### src/rtl/calc_entry_if.sv
// Bundle between the keypad/ALU side (master) and the calculator entry controller (slave).
interface calc_entry_if;
  logic        key_valid;
  logic [3:0]  key_code;
  logic        alu_done;
  logic [15:0] alu_result;
  logic        alu_err;
  logic        alu_start;
  logic [1:0]  alu_op;
  logic [15:0] alu_a;
  logic [15:0] alu_b;
  logic        busy;
  logic [15:0] disp_value;
  logic        err;

  modport master (
    output key_valid, key_code, alu_done, alu_result, alu_err,
    input  alu_start, alu_op, alu_a, alu_b, busy, disp_value, err
  );

  modport slave (
    input  key_valid, key_code, alu_done, alu_result, alu_err,
    output alu_start, alu_op, alu_a, alu_b, busy, disp_value, err
  );
endinterface

### src/rtl/calc_entry_ctrl.sv
// Calculator key sequencer: builds two decimal operands and an operator from keypad events,
// runs the external ALU via start/done, and handles chaining, clear, error and timeout.
module calc_entry_ctrl #(
  parameter int unsigned Digits     = 4,
  parameter int unsigned AluTimeout = 1024
) (
  input  logic             clk,
  input  logic             rst_n,
  calc_entry_if.slave      bus_io
);

  localparam int unsigned CntW = $clog2(Digits + 1);
  localparam int unsigned TmoW = $clog2(AluTimeout);

  typedef enum logic [2:0] {
    StEnterA,
    StEnterB,
    StWaitAlu,
    StShowResult,
    StError
  } state_e;

  state_e            state_q, state_d;
  logic [15:0]       a_q, a_d, b_q, b_d, disp_q, disp_d;
  logic [1:0]        op_q, op_d;
  logic [CntW-1:0]   cnt_a_q, cnt_a_d, cnt_b_q, cnt_b_d;
  logic [TmoW-1:0]   tmo_q, tmo_d;
  logic              start_q, start_d, busy_q, busy_d, err_q, err_d;

  logic        is_digit, is_op, is_hash, is_star;
  logic [1:0]  key_op;

  always_comb begin
    is_digit = bus_io.key_valid && (bus_io.key_code < 4'd10);
    is_op    = bus_io.key_valid && (bus_io.key_code >= 4'd10) && (bus_io.key_code <= 4'd13);
    is_hash  = bus_io.key_valid && (bus_io.key_code == 4'd14);
    is_star  = bus_io.key_valid && (bus_io.key_code == 4'd15);
    key_op   = 2'(bus_io.key_code - 4'd10);
  end

  always_comb begin
    state_d = state_q;
    a_d     = a_q;
    b_d     = b_q;
    op_d    = op_q;
    cnt_a_d = cnt_a_q;
    cnt_b_d = cnt_b_q;
    tmo_d   = tmo_q;
    start_d = 1'b0;

    // Clear works everywhere except while the ALU owns the operands.
    if (is_star && (state_q != StWaitAlu)) begin
      state_d = StEnterA;
      a_d     = '0;
      b_d     = '0;
      op_d    = '0;
      cnt_a_d = '0;
      cnt_b_d = '0;
    end else begin
      unique case (state_q)
        StEnterA: begin
          if (is_digit && (cnt_a_q < CntW'(Digits))) begin
            a_d     = a_q * 16'd10 + 16'(bus_io.key_code);
            cnt_a_d = cnt_a_q + CntW'(1);
          end else if (is_op) begin
            op_d    = key_op;
            b_d     = '0;
            cnt_b_d = '0;
            state_d = StEnterB;
          end
        end
        StEnterB: begin
          if (is_digit && (cnt_b_q < CntW'(Digits))) begin
            b_d     = b_q * 16'd10 + 16'(bus_io.key_code);
            cnt_b_d = cnt_b_q + CntW'(1);
          end else if (is_op) begin
            op_d = key_op;
          end else if (is_hash && (cnt_b_q != '0)) begin
            tmo_d   = '0;
            start_d = 1'b1;
            state_d = StWaitAlu;
          end
        end
        StWaitAlu: begin
          tmo_d = tmo_q + TmoW'(1);
          if (bus_io.alu_done) begin
            if (bus_io.alu_err) begin
              state_d = StError;
            end else begin
              a_d     = bus_io.alu_result;
              cnt_a_d = CntW'(Digits);
              state_d = StShowResult;
            end
          end else if (tmo_q == TmoW'(AluTimeout - 1)) begin
            state_d = StError;
          end
        end
        StShowResult: begin
          if (is_digit) begin
            a_d     = 16'(bus_io.key_code);
            cnt_a_d = CntW'(1);
            state_d = StEnterA;
          end else if (is_op) begin
            op_d    = key_op;
            b_d     = '0;
            cnt_b_d = '0;
            state_d = StEnterB;
          end
        end
        StError: ;
        default: state_d = StEnterA;
      endcase
    end

    busy_d = (state_d == StWaitAlu);
    err_d  = (state_d == StError);
    unique case (state_d)
      StEnterB: disp_d = (cnt_b_d != '0) ? b_d : a_d;
      StError:  disp_d = 16'hFFFF;
      default:  disp_d = a_d;
    endcase
  end

  always_ff @(posedge clk or negedge rst_n) begin
    if (!rst_n) begin
      state_q <= StEnterA;
      a_q     <= '0;
      b_q     <= '0;
      op_q    <= '0;
      cnt_a_q <= '0;
      cnt_b_q <= '0;
      tmo_q   <= '0;
      start_q <= 1'b0;
      busy_q  <= 1'b0;
      err_q   <= 1'b0;
      disp_q  <= '0;
    end else begin
      state_q <= state_d;
      a_q     <= a_d;
      b_q     <= b_d;
      op_q    <= op_d;
      cnt_a_q <= cnt_a_d;
      cnt_b_q <= cnt_b_d;
      tmo_q   <= tmo_d;
      start_q <= start_d;
      busy_q  <= busy_d;
      err_q   <= err_d;
      disp_q  <= disp_d;
    end
  end

  assign bus_io.alu_start  = start_q;
  assign bus_io.alu_op     = op_q;
  assign bus_io.alu_a      = a_q;
  assign bus_io.alu_b      = b_q;
  assign bus_io.busy       = busy_q;
  assign bus_io.disp_value = disp_q;
  assign bus_io.err        = err_q;

endmodule

### src/flat_wrapper.sv
// flat-port wrapper written by rule: the top's interface ports become plain ports
module calc_entry_ctrl_flat 
#(
  parameter int unsigned Digits     = 4,
  parameter int unsigned AluTimeout = 1024
)
  (clk, rst_n, bus_io_key_valid, bus_io_key_code, bus_io_alu_done, bus_io_alu_result, bus_io_alu_err, bus_io_alu_start, bus_io_alu_op, bus_io_alu_a, bus_io_alu_b, bus_io_busy, bus_io_disp_value, bus_io_err);
  calc_entry_if bus_io_i ();
  input  logic clk;
  input  logic rst_n;
  input wire logic [$bits(bus_io_i.key_valid)-1:0] bus_io_key_valid;
  input wire logic [$bits(bus_io_i.key_code)-1:0] bus_io_key_code;
  input wire logic [$bits(bus_io_i.alu_done)-1:0] bus_io_alu_done;
  input wire logic [$bits(bus_io_i.alu_result)-1:0] bus_io_alu_result;
  input wire logic [$bits(bus_io_i.alu_err)-1:0] bus_io_alu_err;
  output wire logic [$bits(bus_io_i.alu_start)-1:0] bus_io_alu_start;
  output wire logic [$bits(bus_io_i.alu_op)-1:0] bus_io_alu_op;
  output wire logic [$bits(bus_io_i.alu_a)-1:0] bus_io_alu_a;
  output wire logic [$bits(bus_io_i.alu_b)-1:0] bus_io_alu_b;
  output wire logic [$bits(bus_io_i.busy)-1:0] bus_io_busy;
  output wire logic [$bits(bus_io_i.disp_value)-1:0] bus_io_disp_value;
  output wire logic [$bits(bus_io_i.err)-1:0] bus_io_err;
  assign bus_io_i.key_valid = bus_io_key_valid;
  assign bus_io_i.key_code = bus_io_key_code;
  assign bus_io_i.alu_done = bus_io_alu_done;
  assign bus_io_i.alu_result = bus_io_alu_result;
  assign bus_io_i.alu_err = bus_io_alu_err;
  assign bus_io_alu_start = bus_io_i.alu_start;
  assign bus_io_alu_op = bus_io_i.alu_op;
  assign bus_io_alu_a = bus_io_i.alu_a;
  assign bus_io_alu_b = bus_io_i.alu_b;
  assign bus_io_busy = bus_io_i.busy;
  assign bus_io_disp_value = bus_io_i.disp_value;
  assign bus_io_err = bus_io_i.err;
  calc_entry_ctrl #(.Digits(Digits), .AluTimeout(AluTimeout)) u_core (.clk(clk), .rst_n(rst_n), .bus_io(bus_io_i));
endmodule
### config.mk
export PLATFORM = sky130hd
export DESIGN_NAME = calc_entry_ctrl_flat
export DESIGN_NICKNAME = d
export VERILOG_FILES = /design/src/rtl/calc_entry_if.sv /design/src/rtl/calc_entry_ctrl.sv /design/src/flat_wrapper.sv
export SDC_FILE = /design/constraint.sdc
export NUM_CORES = 1
export LEC_CHECK = 0
export CAP_MARGIN = 20
export CORE_MARGIN = 8
export CORE_UTILIZATION = 45
export CTS_CLUSTER_DIAMETER = 150
export CTS_CLUSTER_SIZE = 20
export DETAILED_ROUTE_END_ITERATION = 8
export PLACE_DENSITY = 0.8
export SYNTH_ARGS = -nofsm -noshare
export SYNTH_HDL_FRONTEND = slang
export SYNTH_SLANG_ARGS = --single-unit
### constraint.sdc
create_clock -name clk -period 3.1 [get_ports clk]
set_input_delay 0.465 -clock clk [delete_from_list [all_inputs] [get_ports clk]]
set_output_delay 0.465 -clock clk [all_outputs]
set_load 0.1 [all_outputs]
# Word-level counts from Yosys, hierarchy flattened
# Index checks and enable logic that the tools add are counted.
[totals]
elab_cells = 116
regBits = 72
[op_classes]
n_reduce_logical = 18
bitwise_logic = 1
magnitude_cmp = 5
mux = 52
eq_ne = 21
multipliers = 2
n_addsub = 6
[op_table]
columns = ["op", "n"]
rows = [
  ["$mux W16", 11],
  ["$pmux W16 S3", 2],
  ["$mux W3", 20],
  ["$add A16 B4 Y16", 2],
  ["$mul A16 B3 Y15 const B", 2],
  ["$pmux W16 S2", 1],
  ["$mux W10", 3],
  ["$pmux W10 S2", 1],
  ["$pmux W3 S3", 2],
  ["$ne A3 B2 Y1 const B", 5],
  ["$pmux W3 S5", 1],
  ["$add A10 B1 Y10 const B", 1],
  ["$eq A10 B10 Y1 const B", 1],
  ["$mux W2", 5],
  ["$reduce_and A5 Y1", 2],
  ["$eq A3 B2 Y1 const B", 3],
  ["$logic_and A1 B1 Y1", 9],
  ["$eq A4 B4 Y1 const B", 2],
  ["$reduce_bool A4 Y1", 2],
  ["$add A3 B1 Y3 const B", 2],
  ["$eq A3 B1 Y1 const B", 2],
  ["$eq A3 B3 Y1 const B", 2],
  ["$lt A3 B3 Y1 const B", 2],
  ["$ne A3 B1 Y1 const B", 2],
  ["14 further kinds", 20],
]

# Logic depth before layout (Yosys ltp)
# Gate-level depths: netlist of run 1.
[logic_depth]
ltp_word = 10
depth_mapped = 11
mapped_depth_nobuf = 11

# Worst setup path after synthesis of run 1
# Ideal clock, no wire load.
[synth_path]
kind = "reg2reg"
from = "reg u_core.a_q[1] (netlist: u_core.bus_io.alu_a[1])"
to = "reg u_core.disp_q[11] (netlist: u_core.bus_io.disp_value[11])"
path_slack_ns = -0.633
path_buffers = 0
t_required_ns = 2.976
path_stages_with_launch = 12
arrival_ns = 3.609
path_cell_list = "dfrtp_1 -> ha_1 -> ha_1 -> fa_1 -> a211o_1 -> a21oi_1 -> o21bai_1 -> xnor2_1 -> nor3_1 -> xnor2_1 -> o22ai_1 -> a211o_1"
[synth_via]
elab_chain_len = 7
[synth_lines]
columns = ["element", "line_no", "rtl"]
rows = [
  ["start: declaration", "calc_entry_ctrl.sv:24", "logic [15:0] a_q, a_d, b_q, b_d, disp_q, disp_d;"],
  ["start signal: assignment", "calc_entry_ctrl.sv:127", "a_q <= '0;"],
  ["start signal: assignment", "calc_entry_ctrl.sv:139", "a_q <= a_d;"],
  ["$mul A16 B3 Y15 *", "calc_entry_ctrl.sv:63", "a_d = a_q * 16'd10 + 16'(bus_io.key_code);"],
  ["$add A16 B4 Y16 *", "calc_entry_ctrl.sv:63", ""],
  ["$mux W16 *", "calc_entry_ctrl.sv:62", "if (is_digit && (cnt_a_q < CntW'(Digits))) begin"],
  ["$pmux W16 S3 *", "calc_entry_ctrl.sv:60", "unique case (state_q)"],
  ["$mux W16 *", "calc_entry_ctrl.sv:52", "if (is_star && (state_q != StWaitAlu)) begin"],
  ["net u_core.a_d[11]", "calc_entry_ctrl.sv:24", ""],
  ["$mux W16", "calc_entry_ctrl.sv:118", "StEnterB: disp_d = (cnt_b_d != '0) ? b_d : a_d;"],
  ["$pmux W16 S2 *", "calc_entry_ctrl.sv:117", "unique case (state_d)"],
  ["net u_core.disp_d[11]", "calc_entry_ctrl.sv:24", ""],
  ["end signal: assignment", "calc_entry_ctrl.sv:148", "disp_q <= disp_d;"],
  ["end: declaration", "calc_entry_ctrl.sv:24", ""],
]
# The timed path passes the listed nets; every way through them passes the cells marked *.
# A chain may end at the register's enable or synchronous reset.

# Worst setup path after layout of run 1
[layout_path]
from = "reg u_core.a_q[3] (netlist: u_core.bus_io.alu_a[3])"
to = "reg u_core.disp_q[13] (netlist: u_core.bus_io.disp_value[13])"
# Same word-level chain as after synthesis.

==> run metrics, run 1 <==
outcome complete, but fails checks; largest area contributor in the netlist dfrtp_1; Worst Path Class, Setup flip-flop to flip-flop; Final Util 0.654; DRT antenna net count 0; Worst-Margin Slew 0.926 ns; first-pass GRT wire length 29.1 mm; hold_buf cts 0; Worst-Skew Late Latency 0.35 ns; Post-synth ARST share 1.00; Final Skew 0.0106 ns; Synth top area share 0.325; max cap viols 0; HPWL after DPL 13.3 mm; final setup margin -0.0706 ns; RSZ-0062 raised after global routing true; nets@finish 866; top_reg_cell synth dfrtp_1; placed instance count 898; register area 1840 um^2; top cells by count, synth dfrtp_1, nor2_1, nand2_1, ha_1, a21oi_1; GPL Wtd Cong 0.907; Syn Nets 698; DRT Pass-1 Iters 6; # rows 40; register area share after synthesis 0.325; routed length on met2 9.16 mm; Fillers 885; Startpoint Class flip-flop; Clock Tree Root clkbuf_16; #FFs+latches synth 72; die width 127 um; Overflow after GRT 0; clk sinks 72; vias per cell 6.15; Vias 5740; final count of pins violating max slew 0; EDFF count, synth 0; layout cells sized above 1 0.337; WP data required 3.33 ns; Layout Area Growth over Synthesis 41.5%; Metal-1 WL 7.51 mm; Global Route Usage Sum 0.223; cts bufs inserted 9; Syn Area/Cell 9.05 um^2; power per cell area 1250 nW/um^2; failing checks setup timing; DRT iter0 DRCs 410; # diodes 0; initial antenna violation count 0; Starting Density 0.462; final cell count without fillers 933; WP data arrival 3.40 ns; clk slew on worst S/H paths 0.06 ns; WL met3 1.27 mm; Yosys warning count 0; Post-Synthesis Cells 613; VDD IR max 1.21 mV; Max Root-Sink Buffers 2; Slew HR 0.383; vias in the first global route 5816; Final setup viols 6; Critical Path Fanout Max 6; Routed WL 18.7 mm; multi-input logic area 4020 um^2; hold_ws 0.339 ns; crit path capture type flip-flop; # H-tree levels 3; Fmax achieved 0.315 GHz; I/O Pins 78; cell area after synthesis 5550 um^2; Core Area 12000 um^2; static leakage 3.75 nW; I/O Buffers 77; final worst-path cycle share 1.02; die height 127 um; worst hold path class input pin to asynchronous set/reset pin; DR top layer met4; fin crit period 3.17 ns; Final Hold Fails 0; # DRC 0; CTS tree yes; die area 16100 um^2; Synth cell types 77; Routed WL per cell 20.1 um; Synth area leaders dfrtp_1, ha_1, nor2_1; largest net degree at the start of global routing 73
==> flip-flops by register name (all words and copies together), names as in the netlist <==
name and flops:
u_core.bus_io.alu_a 16, u_core.bus_io.alu_b 16, u_core.bus_io.disp_value 16, u_core.tmo_q 10
u_core.cnt_a_q 3, u_core.cnt_b_q 3, u_core.state_q 3, u_core.bus_io.alu_op 2
u_core.bus_io.alu_start 1, u_core.bus_io.busy 1, u_core.bus_io.err 1
==> kinds of logic after synthesis <==
kind of cell / synth area share
AO/OA/AOI/OAI: 0.226
multiplexers: 0.0133
buffers and inverters: 0.0298
AND/OR/NAND/NOR: 0.196
XOR/XNOR: 0.0695
flip-flops: 0.325
adder cells (fa/ha/maj): 0.141
==> area by class of cell <==
cell class / count / area share
multi-input combinational: 505 / 0.512
tap: 147 / 0.0234
inverter: 17 / 0.00813
clock buffer: 12 / 0.0339
clock inverter: 4 / 0.00956
timing repair buffer: 176 / 0.178
sequential: 72 / 0.235
==> cells in the final DEF, fill, tap and decap left out, drive strengths merged, types with 19 or more instances in the layout <==
master and n:
nand2 61, a21oi 32, clkdlybuf4s50 22, nor2 74, dfrtp 72, xor2 19, buf 153, ha 56
o21ai 33, xnor2 25
==> metal layers <==
metal / up-vias / GRT usage
li1: 2611 / -
met2: 266 / 0.380
met4: 0 / 0.0903
met1: 2801 / 0.260
met3: 62 / 0.0587
met5: - / 0
==> worst max-delay path, stage by stage, from the launching register on <==
cell and delay [ns]:
dfrtp_4 0.50, ha_4 0.26, ha_4 0.16, fa_2 0.38, a211o_1 0.32, a21oi_2 0.23, o21bai_4 0.10, xnor2_4 0.21
nor4_4 0.39, xnor2_2 0.16, o22ai_2 0.13, o21a_1 0.20
==> report_power, final <==
| group | switching, mW | internal (mW) | total (mW) | leakage, nW |
|---|---|---|---|---|
| clock network | 0.419 | 0.771 | 1.19 | 0.161 |
| logic | 4.40 | 2.49 | 6.89 | 2.69 |
| registers | 0.384 | 1.33 | 1.71 | 0.899 |
| total | 5.20 | 4.59 | 9.80 | 3.75 |
==> path summary, 6_finish.rpt <==
kind | from | end | slack [ns] | cells after the start
worst max-delay path | u_core.bus_io.alu_a[3]$_DFF_PN0_ | u_core.bus_io.disp_value[13]$_DFF_PN0_ | -0.07 | 11
worst min-delay path | rst_n | u_core.tmo_q[6]$_DFFE_PN0P_ | 0.34 | 2
worst max register to register | u_core.bus_io.alu_a[3]$_DFF_PN0_ | u_core.bus_io.disp_value[13]$_DFF_PN0_ | -0.07 | 11
worst min register to register | u_core.bus_io.alu_op[0]$_DFFE_PN0P_ | u_core.bus_io.alu_op[0]$_DFFE_PN0P_ | 0.52 | 2
max in group asynchronous | rst_n | u_core.bus_io.alu_b[3]$_DFF_PN0_ | 2.05 | 2
min in group clk | u_core.bus_io.alu_op[0]$_DFFE_PN0P_ | u_core.bus_io.alu_op[0]$_DFFE_PN0P_ | 0.52 | 2
==> timing repair <==
| item | 4_1_cts | 5_1_grt |
|---|---|---|
| gates resized for setup | 22 | 42 |
| setup endpoints to repair | 7 | 16 |
| buffers inserted | 12 | 8 |
| endpoints found under the hold margin | 0 | 0 |
| pin swaps | 25 | 36 |
==> per-stage QoR <==
step	worst slack [ns]	area (um^2)	power (mW)	setup TNS [ns]
6_report	-0.0706	7850	9.80	-0.184
5_1_grt	-0.148	7850	10.3	-1.02
4_1_cts	-0.0333	7570	9.36	-0.0617
3_5_place_dp	-0.200	7000	7.89	-1.25
3_3_place_gp	-0.128	7000	7.72	-0.251
2_1_floorplan	-0.00684	5680	6.18	-0.00684
No activity file was read; power rests on OpenSTA's default activity.
==> run 2, diff against run 1 <==
CAP_MARGIN = unset   (was 20)
CORE_UTILIZATION = 48   (was 45)
PLACE_DENSITY = 0.84   (was 0.8)
SLEW_MARGIN = 20   (was unset)
==> run metrics, run 2 (synthesis gave the netlist of run 1 again) <==
DRT iter0 DRCs 416 (was 410); Routed WL 17.1 mm (was 18.7 mm); Vias 5483 (was 5740); final cell count without fillers 894 (was 933); DRT Pass-1 Iters 6 (unchanged); Final Skew 0.00659 ns (was 0.0106 ns); Worst R2R Setup Slack -0.01 ns (was -0.07 ns); commonest non-fill, non-tap cell in the layout buf_4 (unchanged); r2r startpoint u_core.bus_io.alu_b[3]$_DFF_PN0_ (was u_core.bus_io.alu_a[3]$_DFF_PN0_); Overflow after GRT 0 (unchanged); DRT antenna net count 0 (unchanged); Clock Tree Root clkbuf_16 (unchanged); outcome complete, but fails checks (unchanged); failing checks setup timing (unchanged); RSZ-0062 raised after global routing true (unchanged); VDD IR max 1.25 mV (was 1.21 mV); most frequent cells in the layout buf_4, nor2_1, nand2_1 (unchanged); WP data arrival 3.33 ns (was 3.40 ns); final setup margin -0.0101 ns (was -0.0706 ns); Fmax achieved 0.322 GHz (was 0.315 GHz); Max Root-Sink Buffers 2 (unchanged); Startpoint Class flip-flop (unchanged); crit path capture type flip-flop (unchanged); Layout Area Growth over Synthesis 33.9% (was 41.5%); final worst-path cycle share 1.00 (was 1.02); Routed WL per cell 19.2 um (was 20.1 um); vias per cell 6.13 (was 6.15); hold_ws 0.108 ns (was 0.339 ns); power per cell area 1240 nW/um^2 (was 1250 nW/um^2); WP data required 3.32 ns (was 3.33 ns); hold_buf cts 0 (unchanged); die width 123 um (was 127 um); nets@finish 831 (was 866); final count of pins violating max slew 0 (unchanged); largest net degree at the start of global routing 53 (was 73); worst-case reg-to-reg path depth 13 (was 11); first-pass GRT wire length 26.8 mm (was 29.1 mm); max cap viols 0 (unchanged); HPWL after DPL 13.1 mm (was 13.3 mm); fin crit period 3.11 ns (was 3.17 ns); Slew HR 0.562 (was 0.383); worst hold path class input pin to asynchronous set/reset pin (unchanged); Setup TNS -0.0101 ns (was -0.184 ns); # rows 39 (was 40); die area 15300 um^2 (was 16100 um^2); # DRC 0 (unchanged); die height 123 um (was 127 um); Global Route Usage Sum 0.221 (was 0.223); Fillers 867 (was 885); Worst-Skew Late Latency 0.34 ns (was 0.35 ns); static leakage 3.47 nW (was 3.75 nW); Critical Path Fanout Max 4 (was 6); # diodes 0 (unchanged); initial antenna violation count 0 (unchanged); Final setup viols 1 (was 6); layout cells sized above 1 0.286 (was 0.337); Starting Density 0.488 (was 0.462); Worst R2R End u_core.bus_io.disp_value[13]$_DFF_PN0_ (unchanged); clk sinks 72 (unchanged); Core Area 11400 um^2 (was 12000 um^2); placed instance count 869 (was 898); cts bufs inserted 9 (unchanged); GPL Wtd Cong 0.929 (was 0.907); clk slew on worst S/H paths 0.06 ns (about the same); Worst Path Class, Setup flip-flop to flip-flop (unchanged); # H-tree levels 3 (unchanged); post-layout instance area 7430 um^2 (was 7850 um^2); Cell Area, Placed 6820 um^2 (was 7000 um^2); I/O Buffers 77 (unchanged); I/O Pins 78 (unchanged); Final Hold Fails 0 (unchanged); vias in the first global route 5548 (was 5816); CTS tree yes (unchanged); Worst-Margin Slew 0.652 ns (was 0.926 ns)
[run 2: worst max path at each step]
| stage | startpoint | depth (start not counted) | to | slack (ns) |
|---|---|---|---|---|
| floorplan | u_core.bus_io.alu_b[3]$_DFF_PN0_ | 11 | u_core.bus_io.disp_value[11]$_DFF_PN0_ | -0.007 |
| global placement | bus_io_key_code[1] | 10 | u_core.bus_io.disp_value[14]$_DFF_PN0_ | -0.04 |
| detailed placement | bus_io_key_code[1] | 10 | u_core.bus_io.disp_value[14]$_DFF_PN0_ | -0.10 |
| CTS | u_core.bus_io.alu_b[3]$_DFF_PN0_ | 11 | u_core.bus_io.disp_value[15]$_DFF_PN0_ | -0.03 |
| global route | u_core.bus_io.alu_b[3]$_DFF_PN0_ | 12 | u_core.bus_io.disp_value[13]$_DFF_PN0_ | -0.11 |
| finish | u_core.bus_io.alu_b[3]$_DFF_PN0_ | 13 | u_core.bus_io.disp_value[13]$_DFF_PN0_ | -0.01 |
[run 2: final cells by class]
type	count	area, um^2	area share
Inverter	17	63.8	0.00859
Multi-Input combinational cell	505	3910	0.526
Clock buffer	11	253	0.0340
Sequential cell	72	1840	0.248
Tap cell	143	179	0.0241
Timing Repair Buffer	141	1130	0.152
Clock inverter	5	55.1	0.00741
[run 2: timing repair]
item / in CTS / in global routing
endpoints found under the setup margin: 8 / 11
pin swaps: 5 / 16
gates cloned: 0 / 0
setup buffers: 1 / 8
resized for setup: 6 / 29
[run 2: power by group]
| group | internal, mW | switching (mW) |
|---|---|---|
| Sequential | 1.33 | 0.376 |
| Combinational | 2.27 | 4.19 |
| Clock | 0.663 | 0.394 |
| Total | 4.26 | 4.96 |
[run 2: worst max-delay path, stage by stage (launching register included)]
cell	delay [ns]
dfrtp_4	0.49
ha_4	0.25
ha_4	0.16
fa_2	0.39
a211oi_4	0.26
o21a_1	0.17
a211o_1	0.11
nand4_1	0.18
buf_4	0.20
nor4_2	0.22
buf_4	0.17
xnor2_1	0.13
o2111ai_1	0.13
o21a_1	0.13
[run 2: layer usage]
metal	part of all wire	up-vias	wire, um	GRT usage
met1	0.41	2681	6960	0.258
met4	0.033	0	557	0.0910
li1	-	2531	-	-
met3	0.064	50	1100	0.0461
met2	0.50	221	8510	0.387
met5	0	-	0	0
[run 2: stage by stage]
step	worst slack (ns)	power, mW	util
2_1_floorplan	-0.00684	6.18	-
3_3_place_gp	-0.0439	7.54	0.600
3_5_place_dp	-0.103	7.72	0.600
4_1_cts	-0.0298	8.90	0.632
5_1_grt	-0.111	9.74	0.653
6_report	-0.0101	9.22	0.653
==> run 3, diff against run 2 <==
CTS_BUF_LIST = sky130_fd_sc_hd__clkbuf_8   (was unset)
==> run metrics, run 3 (synthesis gave the netlist of run 1 again) <==
Starting Density 0.488 (unchanged); die width 123 um (unchanged); crit path from u_core.bus_io.alu_a[3]$_DFF_PN0_ (was u_core.bus_io.alu_b[3]$_DFF_PN0_); I/O Buffers 77 (unchanged); final setup margin -0.0750 ns (was -0.0101 ns); Slew HR 0.534 (was 0.562); clk sinks 72 (unchanged); Worst R2R End u_core.bus_io.disp_value[12]$_DFF_PN0_ (was u_core.bus_io.disp_value[13]$_DFF_PN0_); DRT iter0 DRCs 431 (was 416); # diodes 0 (unchanged); Routed WL per cell 19.1 um (was 19.2 um); Crit path top cell by count ha_4; Setup crit end u_core.bus_io.disp_value[12]$_DFF_PN0_ (was u_core.bus_io.disp_value[13]$_DFF_PN0_); met3 usage 0.0475 (was 0.0461); Comb power frac 0.722 (was 0.700); final count of pins violating max slew 0 (unchanged); worst hold path class input pin to asynchronous set/reset pin (unchanged); hold_buf cts 0 (unchanged); CTS tree yes (unchanged); Global Route Usage Sum 0.221 (about the same); DRT Pass-1 Iters 5 (was 6); Routed WL 17.1 mm (about the same); post-layout instance area 7330 um^2 (was 7430 um^2); cts bufs inserted 9 (unchanged); static leakage 3.44 nW (was 3.47 nW); vias in the first global route 5600 (was 5548); max incr delay on CP 0.52 ns (was 0.49 ns); Final Skew 0.0117 ns (was 0.00659 ns); outcome complete, but fails checks (unchanged); Core Area 11400 um^2 (unchanged); # rows 39 (unchanged); sw frac 0.550 (was 0.538); # H-tree levels 3 (unchanged); I/O Pins 78 (unchanged); Critical Path Fanout Max 5 (was 4); r2r startpoint u_core.bus_io.alu_a[3]$_DFF_PN0_ (was u_core.bus_io.alu_b[3]$_DFF_PN0_); vias per cell 6.09 (was 6.13); final worst-path cycle share 1.02 (was 1.00); Int Power 4.01 mW (was 4.26 mW); Max Root-Sink Buffers 2 (unchanged); Power Total 8.91 mW (was 9.22 mW); Fillers 889 (was 867); met1 global-route usage 0.261 (was 0.258); Startpoint Class flip-flop (unchanged); DRT antenna net count 0 (unchanged); Clock Tree Root clkbuf_8 (was clkbuf_16); max cap viols 0 (unchanged); sequential share of power 0.191 (was 0.185); VDD IR max 1.23 mV (was 1.25 mV); Vias 5455 (was 5483); power per cell area 1220 nW/um^2 (was 1240 nW/um^2); clk slew on worst S/H paths 0.08 ns (was 0.06 ns); layout cells sized above 1 0.290 (was 0.286); most used routing layer in global routing met2 (unchanged); WP data arrival 3.46 ns (was 3.33 ns); WP data required 3.39 ns (was 3.32 ns); Worst path slowest cell dfrtp_4 (unchanged); worst-case reg-to-reg path depth 11 (was 13); HPWL after DPL 13.1 mm (unchanged); worst path bufs/invs 0 (was 2); Cell Area, Placed 6820 um^2 (unchanged); # DRC 0 (unchanged); failing checks setup timing (unchanged); Final Hold Fails 0 (unchanged); Worst Path Class, Setup flip-flop to flip-flop (unchanged); Clock power frac 0.087 (was 0.115); Overflow after GRT 0 (unchanged); met2 GRT Util 0.388 (was 0.387); Worst-Skew Late Latency 0.35 ns (was 0.34 ns); commonest non-fill, non-tap cell in the layout buf_4 (unchanged); RSZ-0062 raised after global routing true (unchanged); CP cell instances ha_4 -> ha_4 -> fa_2 -> a211o_1 -> a21oi_2 -> o21bai_2 -> xnor2_4 -> nor4b_2 -> xnor2_1 -> o22ai_1 -> o22a_1 (was ha_4 -> ha_4 -> fa_2 -> a211oi_4 -> o21a_1 -> a211o_1 -> nand4_1 -> buf_4 -> nor4_2 -> buf_4 -> xnor2_1 -> o2111ai_1 -> o21a_1); Worst R2R Setup Slack -0.07 ns (was -0.01 ns); Crit path max-delay family compound AO/OA/AOI/OAI gates (was adder cells); largest net degree at the start of global routing 53 (unchanged); die area 15300 um^2 (unchanged); fin crit period 3.17 ns (was 3.11 ns); nets@finish 833 (was 831); initial antenna violation count 0 (unchanged); WP depth 11 (was 13); crit path capture type flip-flop (unchanged); Final setup viols 2 (was 1); GPL Wtd Cong 0.929 (unchanged); die height 123 um (unchanged); Sw Pwr 4.90 mW (was 4.96 mW); Fmax achieved 0.315 GHz (was 0.322 GHz); most frequent cells in the layout buf_4, nor2_1, nand2_1 (unchanged); first-pass GRT wire length 26.9 mm (was 26.8 mm); Worst-Margin Slew 0.693 ns (was 0.652 ns); Layout Area Growth over Synthesis 32.1% (was 33.9%)
[run 3: cell count changes in the layout (fill, tap and decap cells not counted), moves of 2 or more]
| cell | before | now |
|---|---|---|
| clkbuf_16 | 9 | 0 |
| clkbuf_8 | 2 | 11 |
| a211oi_1 | 3 | 5 |
| a211oi_2 | 3 | 1 |
[run 3: metrics by stage]
step | utilization | hold slack [ns] | worst slack (ns) | cells | setup TNS (ns)
after floorplan | - | 0.169 | -0.00684 | 613 | -0.00684
after global placement | 0.600 | 0.453 | -0.0439 | 869 | -0.0499
after detailed placement | 0.600 | 0.471 | -0.103 | 869 | -0.347
after CTS | 0.627 | 0.0876 | -0.00143 | 888 | -0.00143
after global routing | 0.645 | 0.0984 | -0.213 | 896 | -1.11
final | 0.645 | 0.0809 | -0.0750 | 896 | -0.0789
[run 3: worst min-delay path by stage]
stage | depth (start not counted) | endpoint | slack, ns | startpoint
after detailed placement | 1 | u_core.tmo_q[2]$_DFFE_PN0P_ | 0.47 | rst_n
after global routing | 1 | u_core.bus_io.alu_op[1]$_DFFE_PN0P_ | 0.1 | rst_n
after floorplan | 0 | u_core.bus_io.alu_a[0]$_DFF_PN0_ | 0.17 | rst_n
after CTS | 1 | u_core.tmo_q[2]$_DFFE_PN0P_ | 0.09 | rst_n
final | 1 | u_core.bus_io.alu_op[0]$_DFFE_PN0P_ | 0.08 | rst_n
after global placement | 1 | u_core.tmo_q[3]$_DFFE_PN0P_ | 0.45 | rst_n
[run 3: timing repair]
action | CTS | global route
gates resized for setup | 10 | 24
setup buffers | 3 | 8
setup endpoints to repair | 8 | 12
pin swaps | 8 | 13
[run 3: power by group through the flow]
stage	Sequential (mW)	Combinational, mW	Clock (mW)
2_1_floorplan	3.28	2.90	0
5_1_grt	1.73	6.89	0.830
3_5_place_dp	1.70	6.02	0
4_1_cts	1.69	6.17	0.787
3_3_place_gp	1.69	5.85	0
6_report	1.70	6.44	0.775
[run 3: worst register-to-register path: stages (launching register included)]
cell,delay [ns]
dfrtp_4,0.52
ha_4,0.24
ha_4,0.16
fa_2,0.37
a211o_1,0.32
a21oi_2,0.19
o21bai_2,0.12
xnor2_4,0.21
nor4b_2,0.34
xnor2_1,0.13
o22ai_1,0.32
o22a_1,0.20
[run 3: final cells by class]
class | instances | area [um^2] | share of cell area
multi-input cells | 505 | 3890 | 0.531
flip-flops and latches | 72 | 1840 | 0.251
repair buffers | 143 | 1140 | 0.156
well taps | 143 | 179 | 0.0244
clock buffers | 11 | 151 | 0.0207
inverters | 17 | 63.8 | 0.00871
clock inverters | 5 | 55.1 | 0.00751
[run 3: metal layers]
metal | share of wire | vias to the layer above
met5 | 0 | -
met4 | 0.029 | 0
met3 | 0.065 | 43
met2 | 0.50 | 213
met1 | 0.40 | 2665
li1 | - | 2534
